<file path="config.mk">
export PLATFORM = sky130hd
export DESIGN_NAME = reflet_int_controller_flat
export DESIGN_NICKNAME = d
export VERILOG_FILES = /design/src/rtl/reflet_int_controller_if.sv /design/src/rtl/reflet_int_controller.sv /design/src/flat_wrapper.sv
export SDC_FILE = /design/constraint.sdc
export NUM_CORES = 1
export LEC_CHECK = 0
export BUFFER_PORTS_ARGS = -buffer_cell sky130_fd_sc_hd__buf_4
export CAP_MARGIN = 20
export CORE_UTILIZATION = 55
export CTS_BUF_LIST = sky130_fd_sc_hd__clkbuf_16
export DETAILED_ROUTE_END_ITERATION = 16
export GPL_TIMING_DRIVEN = 0
export PLACE_DENSITY = 0.85
export SETUP_SLACK_MARGIN = 0.05
export SYNTH_ARGS = -nofsm -noshare
export SYNTH_HDL_FRONTEND = slang
export SYNTH_SLANG_ARGS = --single-unit
</file>
<file path="constraint.sdc">
create_clock -name clk -period 4.3 [get_ports clk]
set_input_delay 0 -clock clk [delete_from_list [all_inputs] [get_ports clk]]
set_output_delay 0 -clock clk [all_outputs]
set_load 0.02 [all_outputs]
</file>
<file path="src/rtl/reflet_int_controller_if.sv">
// Interface bundle between the reflet CPU and its interrupt controller.
// master = CPU side (drives lines/PC/handshake), slave = controller side.
interface reflet_int_controller_if #(
  parameter int WORDSIZE   = 16,
  parameter int INT_NUMBER = 4
);
  localparam int SW = $clog2(INT_NUMBER);
  localparam int LW = $clog2(INT_NUMBER + 1);

  logic [INT_NUMBER-1:0] ext_int;
  logic [INT_NUMBER-1:0] int_mode;
  logic [INT_NUMBER-1:0] int_mask;
  logic [WORDSIZE-1:0]   program_counter;
  logic                  cpu_update;
  logic                  retint;
  logic                  rout_we;
  logic [SW-1:0]         rout_sel;
  logic [WORDSIZE-1:0]   rout_data;
  logic                  int_req;
  logic [WORDSIZE-1:0]   int_routine;
  logic [WORDSIZE-1:0]   ret_addr;
  logic [LW-1:0]         cur_level;
  logic                  stack_full;
  logic                  underflow;

  modport master (
    output ext_int, int_mode, int_mask,
    output program_counter, cpu_update, retint,
    output rout_we, rout_sel, rout_data,
    input  int_req, int_routine, ret_addr,
    input  cur_level, stack_full, underflow
  );

  modport slave (
    input  ext_int, int_mode, int_mask,
    input  program_counter, cpu_update, retint,
    input  rout_we, rout_sel, rout_data,
    output int_req, int_routine, ret_addr,
    output cur_level, stack_full, underflow
  );
endinterface

</file>
<file path="src/rtl/reflet_int_controller.sv">
// Nested prioritised interrupt controller (line 0 highest), level/edge lines,
// per-line routine table and PC/level nesting stack. Ports: clk, reset, bus.
module reflet_int_controller #(
  parameter int wordsize    = 16,
  parameter int int_number  = 4,
  parameter int stack_depth = 4
) (
  input logic clk,
  input logic reset,
  reflet_int_controller_if.slave bus
);
  localparam int W  = wordsize;
  localparam int N  = int_number;
  localparam int SW = $clog2(N);
  localparam int LW = $clog2(N + 1);
  localparam int DW = $clog2(stack_depth + 1);

  logic [N-1:0]  prev_q, pend_q, pend_d;
  logic [N-1:0]  pend_eff, req, take;
  logic [LW-1:0] lvl_q, lvl_d, target;
  logic [DW-1:0] dep_q, dep_d;
  logic [W-1:0]  rout_q [N];
  logic [W-1:0]  spc_q [stack_depth];
  logic [W-1:0]  spc_d [stack_depth];
  logic [LW-1:0] slv_q [stack_depth];
  logic [LW-1:0] slv_d [stack_depth];
  logic [W-1:0]  routine;
  logic          unf_q, unf_d;
  logic          full, push, pop;

  // Edge lines use the latch, level lines the live input.
  always_comb begin
    pend_eff = (bus.int_mode & pend_q)
             | (~bus.int_mode & bus.ext_int);
    req      = pend_eff & bus.int_mask;
    target   = LW'(N);
    routine  = '0;
    for (int i = N - 1; i >= 0; i--) begin
      if (req[i]) begin
        target  = LW'(i);
        routine = rout_q[i];
      end
    end
  end

  assign full = (dep_q == DW'(stack_depth));
  assign push = bus.cpu_update && (target < lvl_q) && !full;
  assign pop  = bus.cpu_update && bus.retint && !push;

  // A new edge wins over the clear of the line being taken;
  // level-mode lines never hold a latch.
  always_comb begin
    for (int i = 0; i < N; i++) begin
      take[i] = push && (target == LW'(i));
    end
    pend_d = ((pend_q & ~take) | (bus.ext_int & ~prev_q))
           & bus.int_mode;
  end

  // Shift-register stack: entry 0 is always the top.
  always_comb begin
    spc_d = spc_q;
    slv_d = slv_q;
    dep_d = dep_q;
    lvl_d = lvl_q;
    unf_d = unf_q;
    if (push) begin
      for (int i = stack_depth - 1; i > 0; i--) begin
        spc_d[i] = spc_q[i-1];
        slv_d[i] = slv_q[i-1];
      end
      spc_d[0] = bus.program_counter;
      slv_d[0] = lvl_q;
      dep_d    = dep_q + DW'(1);
      lvl_d    = target;
    end else if (pop) begin
      if (dep_q != '0) begin
        for (int i = 0; i < stack_depth - 1; i++) begin
          spc_d[i] = spc_q[i+1];
          slv_d[i] = slv_q[i+1];
        end
        lvl_d = slv_q[0];
        dep_d = dep_q - DW'(1);
      end else begin
        unf_d = 1'b1;
      end
    end
  end

  always_ff @(posedge clk) begin
    if (!reset) begin
      prev_q <= '0;
      pend_q <= '0;
      lvl_q  <= LW'(N);
      dep_q  <= '0;
      unf_q  <= 1'b0;
      for (int i = 0; i < N; i++) begin
        rout_q[i] <= '0;
      end
      for (int i = 0; i < stack_depth; i++) begin
        spc_q[i] <= '0;
        slv_q[i] <= '0;
      end
    end else begin
      prev_q <= bus.ext_int;
      pend_q <= pend_d;
      lvl_q  <= lvl_d;
      dep_q  <= dep_d;
      unf_q  <= unf_d;
      spc_q  <= spc_d;
      slv_q  <= slv_d;
      for (int i = 0; i < N; i++) begin
        if (bus.rout_we && bus.rout_sel == SW'(i)) begin
          rout_q[i] <= bus.rout_data;
        end
      end
    end
  end

  assign bus.int_req     = push;
  assign bus.int_routine = routine;
  assign bus.ret_addr    = (dep_q != '0) ? spc_q[0] : '0;
  assign bus.cur_level   = lvl_q;
  assign bus.stack_full  = full;
  assign bus.underflow   = unf_q;
endmodule

</file>
<file path="src/flat_wrapper.sv">
// flat-port wrapper written by rule: the top's interface ports become plain ports
module reflet_int_controller_flat 
#(
  parameter int wordsize    = 16,
  parameter int int_number  = 4,
  parameter int stack_depth = 4
)
  (clk, reset, bus_ext_int, bus_int_mode, bus_int_mask, bus_program_counter, bus_cpu_update, bus_retint, bus_rout_we, bus_rout_sel, bus_rout_data, bus_int_req, bus_int_routine, bus_ret_addr, bus_cur_level, bus_stack_full, bus_underflow);
  reflet_int_controller_if #(.WORDSIZE(16), .INT_NUMBER(4)) bus_i ();
  input logic clk;
  input logic reset;
  input wire logic [$bits(bus_i.ext_int)-1:0] bus_ext_int;
  input wire logic [$bits(bus_i.int_mode)-1:0] bus_int_mode;
  input wire logic [$bits(bus_i.int_mask)-1:0] bus_int_mask;
  input wire logic [$bits(bus_i.program_counter)-1:0] bus_program_counter;
  input wire logic [$bits(bus_i.cpu_update)-1:0] bus_cpu_update;
  input wire logic [$bits(bus_i.retint)-1:0] bus_retint;
  input wire logic [$bits(bus_i.rout_we)-1:0] bus_rout_we;
  input wire logic [$bits(bus_i.rout_sel)-1:0] bus_rout_sel;
  input wire logic [$bits(bus_i.rout_data)-1:0] bus_rout_data;
  output wire logic [$bits(bus_i.int_req)-1:0] bus_int_req;
  output wire logic [$bits(bus_i.int_routine)-1:0] bus_int_routine;
  output wire logic [$bits(bus_i.ret_addr)-1:0] bus_ret_addr;
  output wire logic [$bits(bus_i.cur_level)-1:0] bus_cur_level;
  output wire logic [$bits(bus_i.stack_full)-1:0] bus_stack_full;
  output wire logic [$bits(bus_i.underflow)-1:0] bus_underflow;
  assign bus_i.ext_int = bus_ext_int;
  assign bus_i.int_mode = bus_int_mode;
  assign bus_i.int_mask = bus_int_mask;
  assign bus_i.program_counter = bus_program_counter;
  assign bus_i.cpu_update = bus_cpu_update;
  assign bus_i.retint = bus_retint;
  assign bus_i.rout_we = bus_rout_we;
  assign bus_i.rout_sel = bus_rout_sel;
  assign bus_i.rout_data = bus_rout_data;
  assign bus_int_req = bus_i.int_req;
  assign bus_int_routine = bus_i.int_routine;
  assign bus_ret_addr = bus_i.ret_addr;
  assign bus_cur_level = bus_i.cur_level;
  assign bus_stack_full = bus_i.stack_full;
  assign bus_underflow = bus_i.underflow;
  reflet_int_controller #(.wordsize(wordsize), .int_number(int_number), .stack_depth(stack_depth)) u_core (.clk(clk), .reset(reset), .bus(bus_i));
endmodule
</file>
==> results of run 1 <==
-- sequential cells by signal, summed over array words and instances, names as in the netlist --
signal,count
u_core.pend_q,4
u_core.spc_q,64
u_core.dep_q,3
u_core.prev_q,4
u_core.rout_q,64
u_core.slv_q,12
u_core.bus.underflow,1
u_core.bus.cur_level,3
-- layout by cell type (no fill, tap or decap), drive strengths merged, types with 3 or more instances in the layout --
master and count:
mux2i 5, ha 3, a221oi 16, nor2 86, nand2b 7, nand2 166
a311oi 56, inv 12, buf 110, o21ai 10, nor2b 19, edfxtp 64
clkbuf 52, and2 69, nand3 3, dfxtp 91, dlygate4sd3 42, o22ai 16
a21oi 26, clkinv 6
-- power by group through the flow --
| stage | sequential, W | clock, W | combinational [W] |
|---|---|---|---|
| 6_report | 0.00202 | 0.00147 | 0.00152 |
| 4_1_cts | 0.00201 | 0.00147 | 0.00147 |
| 3_3_place_gp | 0.00201 | 0 | 0.00136 |
| 2_1_floorplan | 0.00199 | 0 | 0.000952 |
| 3_5_place_dp | 0.00203 | 0 | 0.00142 |
| 5_1_grt | 0.00206 | 0.00152 | 0.00163 |
-- final cells by class --
cell class	instances	share of cell area
Multi-Input combinational cell	505	0.324
Tap cell	168	0.0241
Buffer	53	0.0285
Sequential cell	155	0.428
Timing Repair Buffer	133	0.126
Inverter	7	0.00301
Clock buffer	18	0.0515
Clock inverter	14	0.0146
-- repair_timing --
action	in CTS	in global routing
hold buffers	42	0
endpoints found under the hold margin	89	0
setup endpoints to repair	0	2
resized for setup	0	1
-- kinds of logic (layout without fill, tap and decap cells) --
family | after synthesis | in the layout
and+or+nand+nor | 360 | 360
muxes | 7 | 7
AOI/OAI and AO/OA | 134 | 134
adders and majority gates | 3 | 3
buffers and inverters | 61 | 225
DFF | 155 | 155
xor gates and xnor gates | 1 | 1
-- metrics by stage --
step | area (µm²) | worst slack, ns | std cells | hold WS [ns]
after CTS | 8730 | 0.194 | 1054 | 0.147
final | 8740 | 0.333 | 1053 | 0.142
after global routing | 8740 | 0.104 | 1053 | 0.188
after floorplan | 6840 | 0.949 | 721 | 0.114
after detailed placement | 7730 | 0.220 | 980 | 0.230
after global placement | 7710 | 0.397 | 977 | 0.222
-- routing by layer --
| metal | vias to the layer above | GRT usage | wire [µm] |
|---|---|---|---|
| met3 | 68 | 0.0824 | 1690 |
| li1 | 2825 | - | - |
| met4 | 0 | 0.152 | 689 |
| met5 | - | 0 | 0 |
| met2 | 366 | 0.537 | 9840 |
| met1 | 3010 | 0.361 | 7210 |
-- worst reg2reg max path: stages (launching register included) --
cell      delay [ns]
dfxtp_1         0.34
mux2i_1         0.08
nor2b_1         0.32
nand2b_1        0.40
nand2b_1        0.26
inv_1           0.07
ha_1            0.31
nor2b_1         0.14
o21ai_0         0.15
nand2_1         0.09
or2_1           0.26
buf_4           0.17
inv_1           0.21
buf_2           0.32
xnor2_1         0.17
ha_1            0.19
nor3_1          0.05
mux2i_1         0.20
mux2i_1         0.19
-- how the worst max path moves through the flow --
stage	start	to	slack [ns]	cells past startpoint
after floorplan	u_core.pend_q[1]$_SDFF_PN0_	u_core.dep_q[2]$_SDFFE_PN0P_	0.95	19
after global placement	u_core.pend_q[1]$_SDFF_PN0_	u_core.dep_q[2]$_SDFFE_PN0P_	0.40	17
after detailed placement	u_core.pend_q[1]$_SDFF_PN0_	u_core.dep_q[2]$_SDFFE_PN0P_	0.22	17
after CTS	u_core.pend_q[1]$_SDFF_PN0_	u_core.dep_q[2]$_SDFFE_PN0P_	0.19	17
after global routing	u_core.pend_q[1]$_SDFF_PN0_	u_core.dep_q[2]$_SDFFE_PN0P_	0.10	18
final	u_core.pend_q[1]$_SDFF_PN0_	u_core.dep_q[2]$_SDFFE_PN0P_	0.33	18
==> reports/metrics.yaml, run 1 <==
synth-compound-area-share: 0.157
hp-start: "bus_rout_sel[1]"
utilization: 0.724
synth_area_per_cell_um2: 9.48
nets: 926
cts_buffer_depth: 2
multi_input_area_um2: 2830
p_switching_w: 0.00177
p_per_area_nw_per_um2: 574
peakVddDrop_uv: 257
grt_pass1_vias: 6303
firstDrtPassIters: 5
place_hpwl_mm: 12.3
p_comb_frac: 0.304
grt_max_degree: 17
drive_above_1_share: 0.179
ff_latch_area_um2: 3740
status: "finished clean"
yosysMostFrequentCell: "nand2_1"
crit_buf_inv: 4
ys_seq_elements: 155
hp-class: "primary input to register"
skew_ns: 0.00843
cp.arrival_ns: 4.33
grt_pass1_wl_mm: 30.8
synth_fa_ha_area_frac: 0.00549
intPower_w: 0.00325
ys.flop_type: "dfxtp_1"
fin_tns_setup_ns: 0
synth_xor_area_frac: 0.00128
slowest_delay_ns: 0.40
drtAntennaViolNets: 0
end_kind: "register"
path_class: "register to register"
postCtsSetupBuffers: 0
cts_tree: "built"
fp.dieH_um: 113
r2r-start: "u_core.pend_q[1]$_SDFF_PN0_"
synth_cells: 721
maxSlewHeadroom: 0.334
area_growth_pct: 27.8
synthMuxAreaShare: 0.0112
numClockSinks: 155
numCtsBuffers: 17
swShare: 0.353
gp_congestion: 0.884
final_min_period_over_clock_period: 0.922
drcViolationCount: 0
viasPerCell: 5.95
die_area_um2: 12900
die_w_um: 113
hold_end: "u_core.rout_q[1][0]$_SDFFCE_PN0P_"
vias: 6269
ys_warn_count: 0
path_cells: "mux2i_1 -> nor2b_1 -> nand2b_1 -> nand2b_1 -> inv_1 -> ha_1 -> nor2b_1 -> o21ai_0 -> nand2_1 -> or2_1 -> buf_4 -> inv_1 -> buf_2 -> xnor2_1 -> ha_1 -> nor3_1 -> mux2i_1 -> mux2i_1"
ios: 89
htree_levels: 4
max_cap_violations: 0
grt_overflow: 0
whs_path_depth: 2
clk_latency_ns: 0.43
worst-path-max-fanout: 10
synthArstFlopShare: 0
synth_common_cells: "nand2_1, dfxtp_1, nor2_1"
timing.fmax_ghz: 0.252
port_buffers: 88
r2r_end: "u_core.dep_q[2]$_SDFFE_PN0P_"
setup_violations: 0
crit_required_ns: 4.66
power.share.sequential: 0.403
path_common_cell: "mux2i_1"
wl_per_cell_um: 18.4
routed_wirelength_mm: 19.4
antenna_found_initial: 0
initial_core_util: 0.567
n_antenna_cell: 0
synthSimpleGateAreaFrac: 0.237
min_period_ns: 3.97
synth_top_family_by_area: "simple AND/OR/NAND/NOR gates"
syn-num-nets: 775
synth_area_um2: 6840
rows: 40
cpMaxStageDelayCell: "nand2b_1"
synth_edf_count: 64
r2r.worst_path.cells: 18
synth-seq-area-share: 0.548
leakagePower_nw: 3.34
critPathLaunchType: "register"
power_w: 0.00502
rsz0062_at_grt: "false"
netlist.top_cell.by_area: "edfxtp_1"
worst_slew_pin_slew_ns: 0.999
clkTransAtPathRegs_ns: 0.06
fillers: 779
power.share.clock: 0.293
hold_viol: 0
rrSetupSlack_ns: 0.33
core_um2: 12100
synth_cell_types: 41
cts-root-buf: "clkbuf_16"
drt_iter0_markers: 685
critPathTopFamily: "simple AND/OR/NAND/NOR gates"
synth_top_area_frac: 0.281
synthTopCellsByArea: "edfxtp_1, dfxtp_1, nand2_1"
grt_usage: 0.312
report.final.slew_viol_count: 0
(Power assumes the default switching activity.)
==> inputs of run 2 (changes only) <==
HOLD_SLACK_MARGIN = 0.08   (was default)
PLACE_DENSITY = 0.76   (was 0.85)
==> run 2 against run 1 <==
Compared with the run above:
- count of clock-buffer cells in the layout decreased by 1
- sequential power about the same
- register-to-register slack improved by 0.07 ns
- design area decreased by 1.0%
- sequential share of layout area increased by 0.44 points
- power decreased by 4.8%
- clock power decreased by 11%
- die area unchanged
- flip-flop and latch count unchanged
- setup slack improved by 0.066 ns
- global-route usage decreased by 3.1 points
- maximum frequency increased by 1.7%
==> reports/metrics.yaml, run 2 (synthesized netlist as in run 1, its figures left out) <==
place_hpwl_mm: 11.8
core_um2: 12100
htree_levels: 4
status: "finished clean"
wl_per_cell_um: 16.4
postCtsResizedCells: 0
hold_viol: 0
cp.arrival_ns: 4.25
crit_buf_inv: 4
report.final.slew_viol_count: 0
ff_latch_area_um2: 3740
largestRegisters: "u_core.rout_q (64), u_core.spc_q (64), u_core.slv_q (12)"
numCtsBuffers: 17
maxSlewHeadroom: 0.326
grt_pass1_vias: 5718
nets: 924
final_common_cell: "nand2_1"
fin_tns_setup_ns: 0
critPathTopFamily: "simple AND/OR/NAND/NOR gates"
final_min_period_over_clock_period: 0.907
grt_overflow: 0
area_growth_pct: 26.5
timing.fmax_ghz: 0.256
setup_violations: 0
antenna_found_initial: 0
initial_core_util: 0.567
port_buffers: 88
grt_pass1_wl_mm: 27.9
viasPerCell: 5.62
die_area_um2: 12900
path_class: "register to register"
vias: 5896
peakVddDrop_uv: 330
clk_latency_ns: 0.42
slowest_delay_ns: 0.41
drive_above_1_share: 0.168
p_per_area_nw_per_um2: 552
fp.dieH_um: 113
routed_wirelength_mm: 17.2
drt_iter0_markers: 507
path_common_cell: "mux2i_1"
drcViolationCount: 0
drtAntennaViolNets: 0
cts_tree: "built"
crit_required_ns: 4.65
multi_input_area_um2: 2830
cts-root-buf: "clkbuf_16"
cpMaxStageDelayCell: "nand2b_1"
end_kind: "register"
grt_max_degree: 17
skew_ns: 0.00719
leakagePower_nw: 3.31
rows: 40
grt_usage: 0.281
path_cells: "mux2i_1 -> nor2b_1 -> nand2b_1 -> nand2b_1 -> inv_1 -> ha_1 -> nor2b_1 -> o21ai_0 -> nand2_1 -> or2_1 -> buf_4 -> inv_1 -> buf_2 -> xnor2_1 -> ha_1 -> nor3_1 -> mux2i_1 -> mux2i_1"
worst-path-max-fanout: 10
clkTransAtPathRegs_ns: 0.05
hp-class: "primary input to register"
layout_common_cells: "nand2_1, buf_4, dfxtp_1"
rsz0062_at_grt: "false"
die_w_um: 113
min_period_ns: 3.90
cts_buffer_depth: 2
power_w: 0.00478
critPathLaunchType: "register"
fillers: 925
gp_congestion: 0.808
worst_slew_pin_slew_ns: 1.01
ios: 89
numClockSinks: 155
firstDrtPassIters: 5
n_antenna_cell: 0
max_cap_violations: 0
run 2: report_power, final:
group,switching (W),internal (W)
Combinational,0.000883,0.000556
Clock,0.000545,0.000764
Sequential,0.000215,0.00181
run 2: final timing paths:
path         slack, ns                         start                           end  cells past startpoint
max               0.40   u_core.pend_q[1]$_SDFF_PN0_  u_core.dep_q[2]$_SDFFE_PN0P_                     18
min               0.14               bus_int_mask[1]   u_core.pend_q[1]$_SDFF_PN0_                      5
max reg2reg       0.40   u_core.pend_q[1]$_SDFF_PN0_  u_core.dep_q[2]$_SDFFE_PN0P_                     18
min reg2reg       0.46  u_core.spc_q[2]$_SDFFE_PN0P_  u_core.spc_q[2]$_SDFFE_PN0P_                      2
run 2: worst reg2reg max path: cells and delay by family (launching register included):
| family | cells | cell delay [ns] |
|---|---|---|
| buffers and inverters | 4 | 0.71 |
| adders and majority gates | 2 | 0.49 |
| DFF | 1 | 0.32 |
| and+or+nand+nor | 7 | 1.50 |
| xor gates and xnor gates | 1 | 0.16 |
| muxes | 3 | 0.49 |
| AOI/OAI and AO/OA | 1 | 0.14 |
run 2: metal layers:
layer,part of all wire,vias to the layer above,global-route usage
li1,-,2825,-
met1,0.44,2796,0.374
met2,0.48,256,0.461
met3,0.070,19,0.0574
met4,0.012,0,0.0921
met5,0,-,0
run 2: per-stage QoR:
step	utilization	worst slack (ns)	std cells	hold WS, ns	area (µm²)
global placement	0.639	0.469	977	0.221	7710
finish	0.717	0.399	1050	0.143	8650
global route	0.717	0.0729	1050	0.192	8650
CTS	0.717	0.319	1051	0.143	8650
floorplan	-	0.949	721	0.114	6840
detailed placement	0.641	0.354	978	0.231	7730
run 2: area by class of cell:
cell class                      count  area share
Buffer                             53      0.0288
Clock buffer                       17      0.0492
Clock inverter                     14     0.00926
Inverter                            7     0.00304
Multi-Input combinational cell    505       0.327
Sequential cell                   155       0.433
Tap cell                          168      0.0243
Timing Repair Buffer              131       0.126
run 2: what timing repair did:
item | CTS | global route
endpoints found under the setup margin | 0 | 1
hold buffers | 42 | 0
setup buffers | 0 | 0
endpoints found under the hold margin | 89 | 0
